`src/rtl/stack_ctrl.sv`:
```
// LIFO stack controller in front of a 16x8 scratch RAM: turns push/pop requests
// into single-cycle RAM write/read bus cycles and tracks occupancy and errors.
module stack_ctrl (
    input  logic       clk,
    input  logic       rst_n,
    input  logic       push,
    input  logic       pop,
    input  logic [7:0] din,
    input  logic       clr_err,
    output logic [7:0] dout,
    output logic       dout_valid,
    output logic       busy,
    output logic [4:0] count,
    output logic       empty,
    output logic       full,
    output logic       overflow,
    output logic       underflow,
    output logic [3:0] Address,
    output logic [7:0] ram_in,
    input  logic [7:0] ram_out,
    output logic       WE,
    output logic       CS
);

    typedef enum logic [1:0] {
        ST_IDLE  = 2'd0,
        ST_WRITE = 2'd1,
        ST_READ  = 2'd2
    } state_t;

    state_t     state_r;
    logic [4:0] count_r;
    logic [7:0] dout_r;
    logic       dout_valid_r;
    logic       overflow_r;
    logic       underflow_r;
    logic [3:0] addr_r;
    logic [7:0] ram_in_r;
    logic       we_r;
    logic       cs_r;
    logic       empty_s;
    logic       full_s;

    // Occupancy flags decode straight from the count register.
    always_comb begin
        empty_s = (count_r == 5'd0);
        full_s  = (count_r == 5'd16);
    end

    // Bus-cycle FSM; the top entry sits at count-1, which is count[3:0]-1 mod 16.
    always_ff @(posedge clk or negedge rst_n) begin
        if (!rst_n) begin
            state_r      <= ST_IDLE;
            count_r      <= 5'd0;
            dout_r       <= 8'h00;
            dout_valid_r <= 1'b0;
            overflow_r   <= 1'b0;
            underflow_r  <= 1'b0;
            addr_r       <= 4'd0;
            ram_in_r     <= 8'h00;
            we_r         <= 1'b0;
            cs_r         <= 1'b0;
        end else begin
            dout_valid_r <= 1'b0;
            // A violation on the same edge overrides this clear below.
            if (clr_err) begin
                overflow_r  <= 1'b0;
                underflow_r <= 1'b0;
            end else begin
                overflow_r  <= overflow_r;
                underflow_r <= underflow_r;
            end
            case (state_r)
                ST_IDLE: begin
                    if (push) begin
                        if (!full_s) begin
                            addr_r   <= count_r[3:0];
                            ram_in_r <= din;
                            we_r     <= 1'b1;
                            cs_r     <= 1'b1;
                            state_r  <= ST_WRITE;
                        end else begin
                            overflow_r <= 1'b1;
                        end
                    end else if (pop) begin
                        if (!empty_s) begin
                            addr_r  <= count_r[3:0] - 4'd1;
                            we_r    <= 1'b0;
                            cs_r    <= 1'b1;
                            state_r <= ST_READ;
                        end else begin
                            underflow_r <= 1'b1;
                        end
                    end else begin
                        state_r <= ST_IDLE;
                    end
                end
                ST_WRITE: begin
                    count_r <= count_r + 5'd1;
                    we_r    <= 1'b0;
                    cs_r    <= 1'b0;
                    state_r <= ST_IDLE;
                end
                ST_READ: begin
                    dout_r       <= ram_out;
                    dout_valid_r <= 1'b1;
                    count_r      <= count_r - 5'd1;
                    cs_r         <= 1'b0;
                    state_r      <= ST_IDLE;
                end
                default: begin
                    we_r    <= 1'b0;
                    cs_r    <= 1'b0;
                    state_r <= ST_IDLE;
                end
            endcase
        end
    end

    assign dout       = dout_r;
    assign dout_valid = dout_valid_r;
    assign busy       = (state_r != ST_IDLE);
    assign count      = count_r;
    assign empty      = empty_s;
    assign full       = full_s;
    assign overflow   = overflow_r;
    assign underflow  = underflow_r;
    assign Address    = addr_r;
    assign ram_in     = ram_in_r;
    assign WE         = we_r;
    assign CS         = cs_r;

endmodule

```
`config.mk`:
```
export PLATFORM = sky130hd
export DESIGN_NAME = stack_ctrl
export DESIGN_NICKNAME = d
export VERILOG_FILES = /design/src/rtl/stack_ctrl.sv
export SDC_FILE = /design/constraint.sdc
export NUM_CORES = 1
export LEC_CHECK = 0
export CAP_MARGIN = 15
export CORE_MARGIN = 5
export CORE_UTILIZATION = 30
export CTS_CLUSTER_SIZE = 12
export DETAILED_ROUTE_END_ITERATION = 10
export PLACE_DENSITY = 0.66
export SLEW_MARGIN = 15
export SYNTH_ARGS = -nofsm -noshare
export SYNTH_HDL_FRONTEND = slang
export SYNTH_SLANG_ARGS = --single-unit
export TNS_END_PERCENT = 5
```
`constraint.sdc`:
```
create_clock -name clk -period 4.7 [get_ports clk]
set_input_delay 0.47 -clock clk [delete_from_list [all_inputs] [get_ports clk]]
set_output_delay 0.47 -clock clk [all_outputs]
set_load 0.05 [all_outputs]
```
* Word level (Yosys, flattened, before mapping) *
Cells that the tools add are included.

word-level totals
  output and inout bits = 33
  word-level logic and storage cells = 63
  input port bits = 21
  bits in registers = 32

cells by class
  muxes and demuxes = 29
  reductions and logical operators = 10
  equal/unequal tests = 9
  bitwise gates (word level) = 2
  add/sub/neg operators = 3

operator list
  kind                                                  number
  2-to-1 mux 1 bit                                      18
  2-to-1 mux 4 bit                                      4
  2-to-1 mux 2 bit                                      5
  one-hot mux 5 bit (2 select lines)                    1
  != test 3 bit (second input constant)                 3
  AND reduction 4 bit                                   2
  AND reduction 3 bit                                   2
  nonzero test 2 bit                                    3
  adder 5 x 1 -> 5 bit (second input constant)          1
  equality test 5 bit (second input constant)           1
  zero test 5 bit                                       1
  subtractor 5 x 1 -> 5 bit (second input constant)     1
  != test 2 bit (second input constant)                 2
  != test 4 bit (second input constant)                 1
  subtractor 4 x 1 -> 4 bit (second input constant)     1
  equality test 2 x 1 -> 1 bit (second input constant)  1
  equality test 2 bit (second input constant)           1
  zero test 2 bit                                       1
  NOT 1 bit                                             2
  one-hot mux 1 bit (2 select lines)                    1
  AND reduction 2 bit                                   1

* Longest topological paths before layout *
  depth in word-level cells = 5
  depth in mapped cells = 9
  gate-level depth less buffers = 8

* Least setup slack after synthesis *
No wires, ideal clock.

  path kind = flip-flop to output port
  start point = register count_r[0] (netlist: count[0])
  end point = output port empty
  slack = 2058 ps
  data required time = 4230 ps
  path buffers = 1
  stages on the path, launching flop included = 6
  arrival = 2172 ps
  cell sequence = dfrtp_1 clkbuf_1 inv_1 ha_1 or3b_4 nor2_1

between the ends
  word-level cells in the longest chain between the ends = 1

ends and longest elaborated chain
  element                   line  text
  start: declaration        32    logic [4:0] count_r;
  start signal: assignment  99    count_r <= count_r + 5'd1;
  start signal: assignment  107   count_r <= count_r - 5'd1;
  zero test 5 bit           46    empty_s = (count_r == 5'd0);
  end: declaration          14    output logic empty,

No other way between the ends.

* Final worst setup path *
Same ends and word-level chain as after synthesis.

==> summary.txt <==
Critical path
  • CP max FO: 9
  • Worst R2R Path Depth: 8
  • Buf+Inv Stages, Crit Path: 2
  • WP depth: 5
  • Kind of critical path: flop to primary output
  • CP arrival: 2590 ps
  • CP peak stage delay: 870 ps
  • Slowest CP cell: clkdlybuf4s50_1
  • Cell Chain, Critical Path: inv_1, ha_1, or3b_4, nor2_1, clkdlybuf4s50_1
  • Required time worst endpoint: 4230 ps
  • Worst setup SP type: flop
  • Setup crit end kind: primary output
  • Worst path top cell family by delay: buffers and inverters

Global routing
  • First-pass GRT wire length: 5.423 mm
  • Largest net degree at the start of global routing: 33
  • Number of global-route vias before repair: 1139
  • Initial antenna violation count: 0
  • Total congestion overflow: 0
  • Gr usage total: 0.1074

Logic synthesis
  • Yosys warning count: 0
  • Share of the synthesized area in the top cell type: 0.5059
  • Largest cells by area after synthesis: dfrtp_1, mux2_2, ha_1
  • Post-Syn Nets: 165
  • Yosys reg bits: 32
  • Ys async rst share: 1.000
  • Area leader, netlist: dfrtp_1
  • Synth top cells by count: dfrtp_1, mux2_2, inv_1
  • Post-synthesis sequential area ratio: 0.5059
  • Post-synthesis cell count: 137
  • Number of flops mapped to enable cells by yosys: 0
  • Most frequent cell after synthesis: dfrtp_1
  • Mean Syn Cell Area: 11.55 um2
  • Post-synth cell types: 37
  • Post-Synthesis Cell Area: 0.001583 mm2
  • Top FF cell, synth: dfrtp_1

STA
  • Max-slew headroom: 0.5940
  • Min Tclk post-route: 3060 ps
  • Slew @ Worst Pin: 609.0 ps
  • Final setup viols: 0
  • Clock Skew: 9.258 ps
  • Fmax: 0.3268 GHz
  • Setup TNS: 0 ps
  • Final Hold Fails: 0
  • RSZ-0062 raised after global routing: false
  • Period utilization: 0.6511
  • Final Max Tran Viols: 0

Floorplanning
  • IO Count: 54
  • Num rows: 26
  • Die W: 82.64 um
  • Core Area: 0.005107 mm2
  • Starting Density: 0.3099
  • DIE AREA: 0.006829 mm2
  • Die Y: 82.64 um

CTS
  • Num CTS Buffers: 5
  • Clk slew on worst S/H paths: 60 ps
  • Clk sink count: 32
  • H-Tree Depth: 2
  • TritonCTS clock tree: yes
  • Hold-fix buffers, CTS: 0
  • Root Buffer: clkbuf_8
  • Clock Path Buffers: 2
  • Worst-Skew Late Latency: 290 ps
  • Setup bufs post-CTS: 0
  • CTS resizes: 0

Placed design
  • Final Wtd Congestion: 0.7428
  • Port buffer count: 53
  • DP Cell Count: 255
  • HPWL after DPL: 2.661 mm
  • Dpl cell area: 0.002172 mm2

Min path
  • Hold Crit Depth: 2
  • Class of the worst hold path: flop to flop

Routing
  • Via density: 4.574
  • First-pass DRT Iterations: 4
  • Initial DRC count: 62
  • Routed Antenna Nets: 0
  • Final wirelength: 3.525 mm
  • WL/cell: 13.40 um
  • DR vias: 1203
  • DRC: 0

Cells and area
  • Layout Nets: 220
  • Layout overhead on the synthesized area: 45.22%
  • Antenna cells: 0
  • Fillers: 497
  • Non-Filler Instances: 263
  • Share of layout cells above drive strength 1: 0.1710
  • Final Core Density: 0.4500
  • Fin area: 0.002298 mm2

Outcome
  • Outcome: finished clean

Run
  • MaxCap Viol Count: 0
tightest hold or removal path, stage by stage (launching register included):
cell and delay, ps:
dfrtp_1 350, nor2_1 50, nor2_1 70
cells in the final DEF (no fill, tap or decap):
cell type	Yosys	routed
nand2_1	10	10
a41oi_1	1	1
nand4bb_1	1	1
nor2_1	6	6
nand2b_1	1	1
nor2b_1	2	2
mux2_4	3	3
mux2_2	16	16
a21oi_1	5	5
a31oi_1	1	1
and3b_1	1	1
clkbuf_8	0	7
inv_1	11	11
nor2_2	1	1
nor3b_1	1	1
o22ai_1	2	2
or4b_1	1	1
xnor2_1	3	3
or3_1	1	1
o22a_2	1	1
a22oi_1	1	1
bufinv_16	0	1
xor2_1	5	5
nand3b_1	1	1
buf_4	1	1
nor4_1	1	1
dfrtp_1	32	32
nand2_4	1	1
clkdlybuf4s50_1	0	53
nand3_1	1	1
ha_1	7	7
a31o_2	1	1
or3b_4	1	1
a32o_1	1	1
o311ai_0	1	1
o221ai_1	1	1
o21ai_0	9	9
sequential cells by signal, indices dropped and copies added (netlist names):
signal,count
CS,1
overflow,1
WE,1
count,5
Address,4
state_r,2
underflow,1
dout,8
ram_in,8
dout_valid,1
metrics by stage:
step	hold WS (ps)	setup slack, ps
after detailed placement	490.0	1981
after global placement	482.3	2025
after floorplan	174.4	2058
after CTS	509.2	1646
final	504.8	1640
after global routing	520.1	1513
layer usage:
layer | track usage | wire length [um] | vias up
met4 | 0.04902 | 55 | 0
met5 | 0 | 0 | -
li1 | - | - | 582
met3 | 0.04230 | 289 | 5
met1 | 0.1343 | 1555 | 581
met2 | 0.1627 | 1624 | 35
kinds of logic after synthesis:
group,count (synthesis),synth area share
compound gates,24,0.09566
fa+ha+maj,7,0.05533
simple gates,30,0.1075
xor+xnor,8,0.04427
mux,19,0.1423
buf+inv,17,0.04902
flops,32,0.5059
cell type report:
| cell class | instances | area (um2) | share of cell area |
|---|---|---|---|
| Timing Repair Buffer | 54 | 538.0 | 0.2341 |
| Clock inverter | 1 | 30.03 | 0.01306 |
| Sequential cell | 32 | 800.8 | 0.3484 |
| Inverter | 11 | 41.29 | 0.01796 |
| Tap cell | 70 | 87.58 | 0.03811 |
| Clock buffer | 7 | 96.34 | 0.04192 |
| Multi-Input combinational cell | 88 | 704.4 | 0.3065 |
worst paths after layout:
kind                            start         end  slack, ps
setup / recovery             count[0]       empty       1640
hold / removal                     CS          CS        500
setup reg to reg           state_r[0]    count[4]       2380
hold reg to reg                    CS          CS        500
max in group asynchronous       rst_n  Address[3]       3830
min in group asynchronous       rst_n    count[3]        580
Power is left out: the tool's default activity adds up to more than one toggle a clock period on the data nets, which glitch-free logic cannot reach.
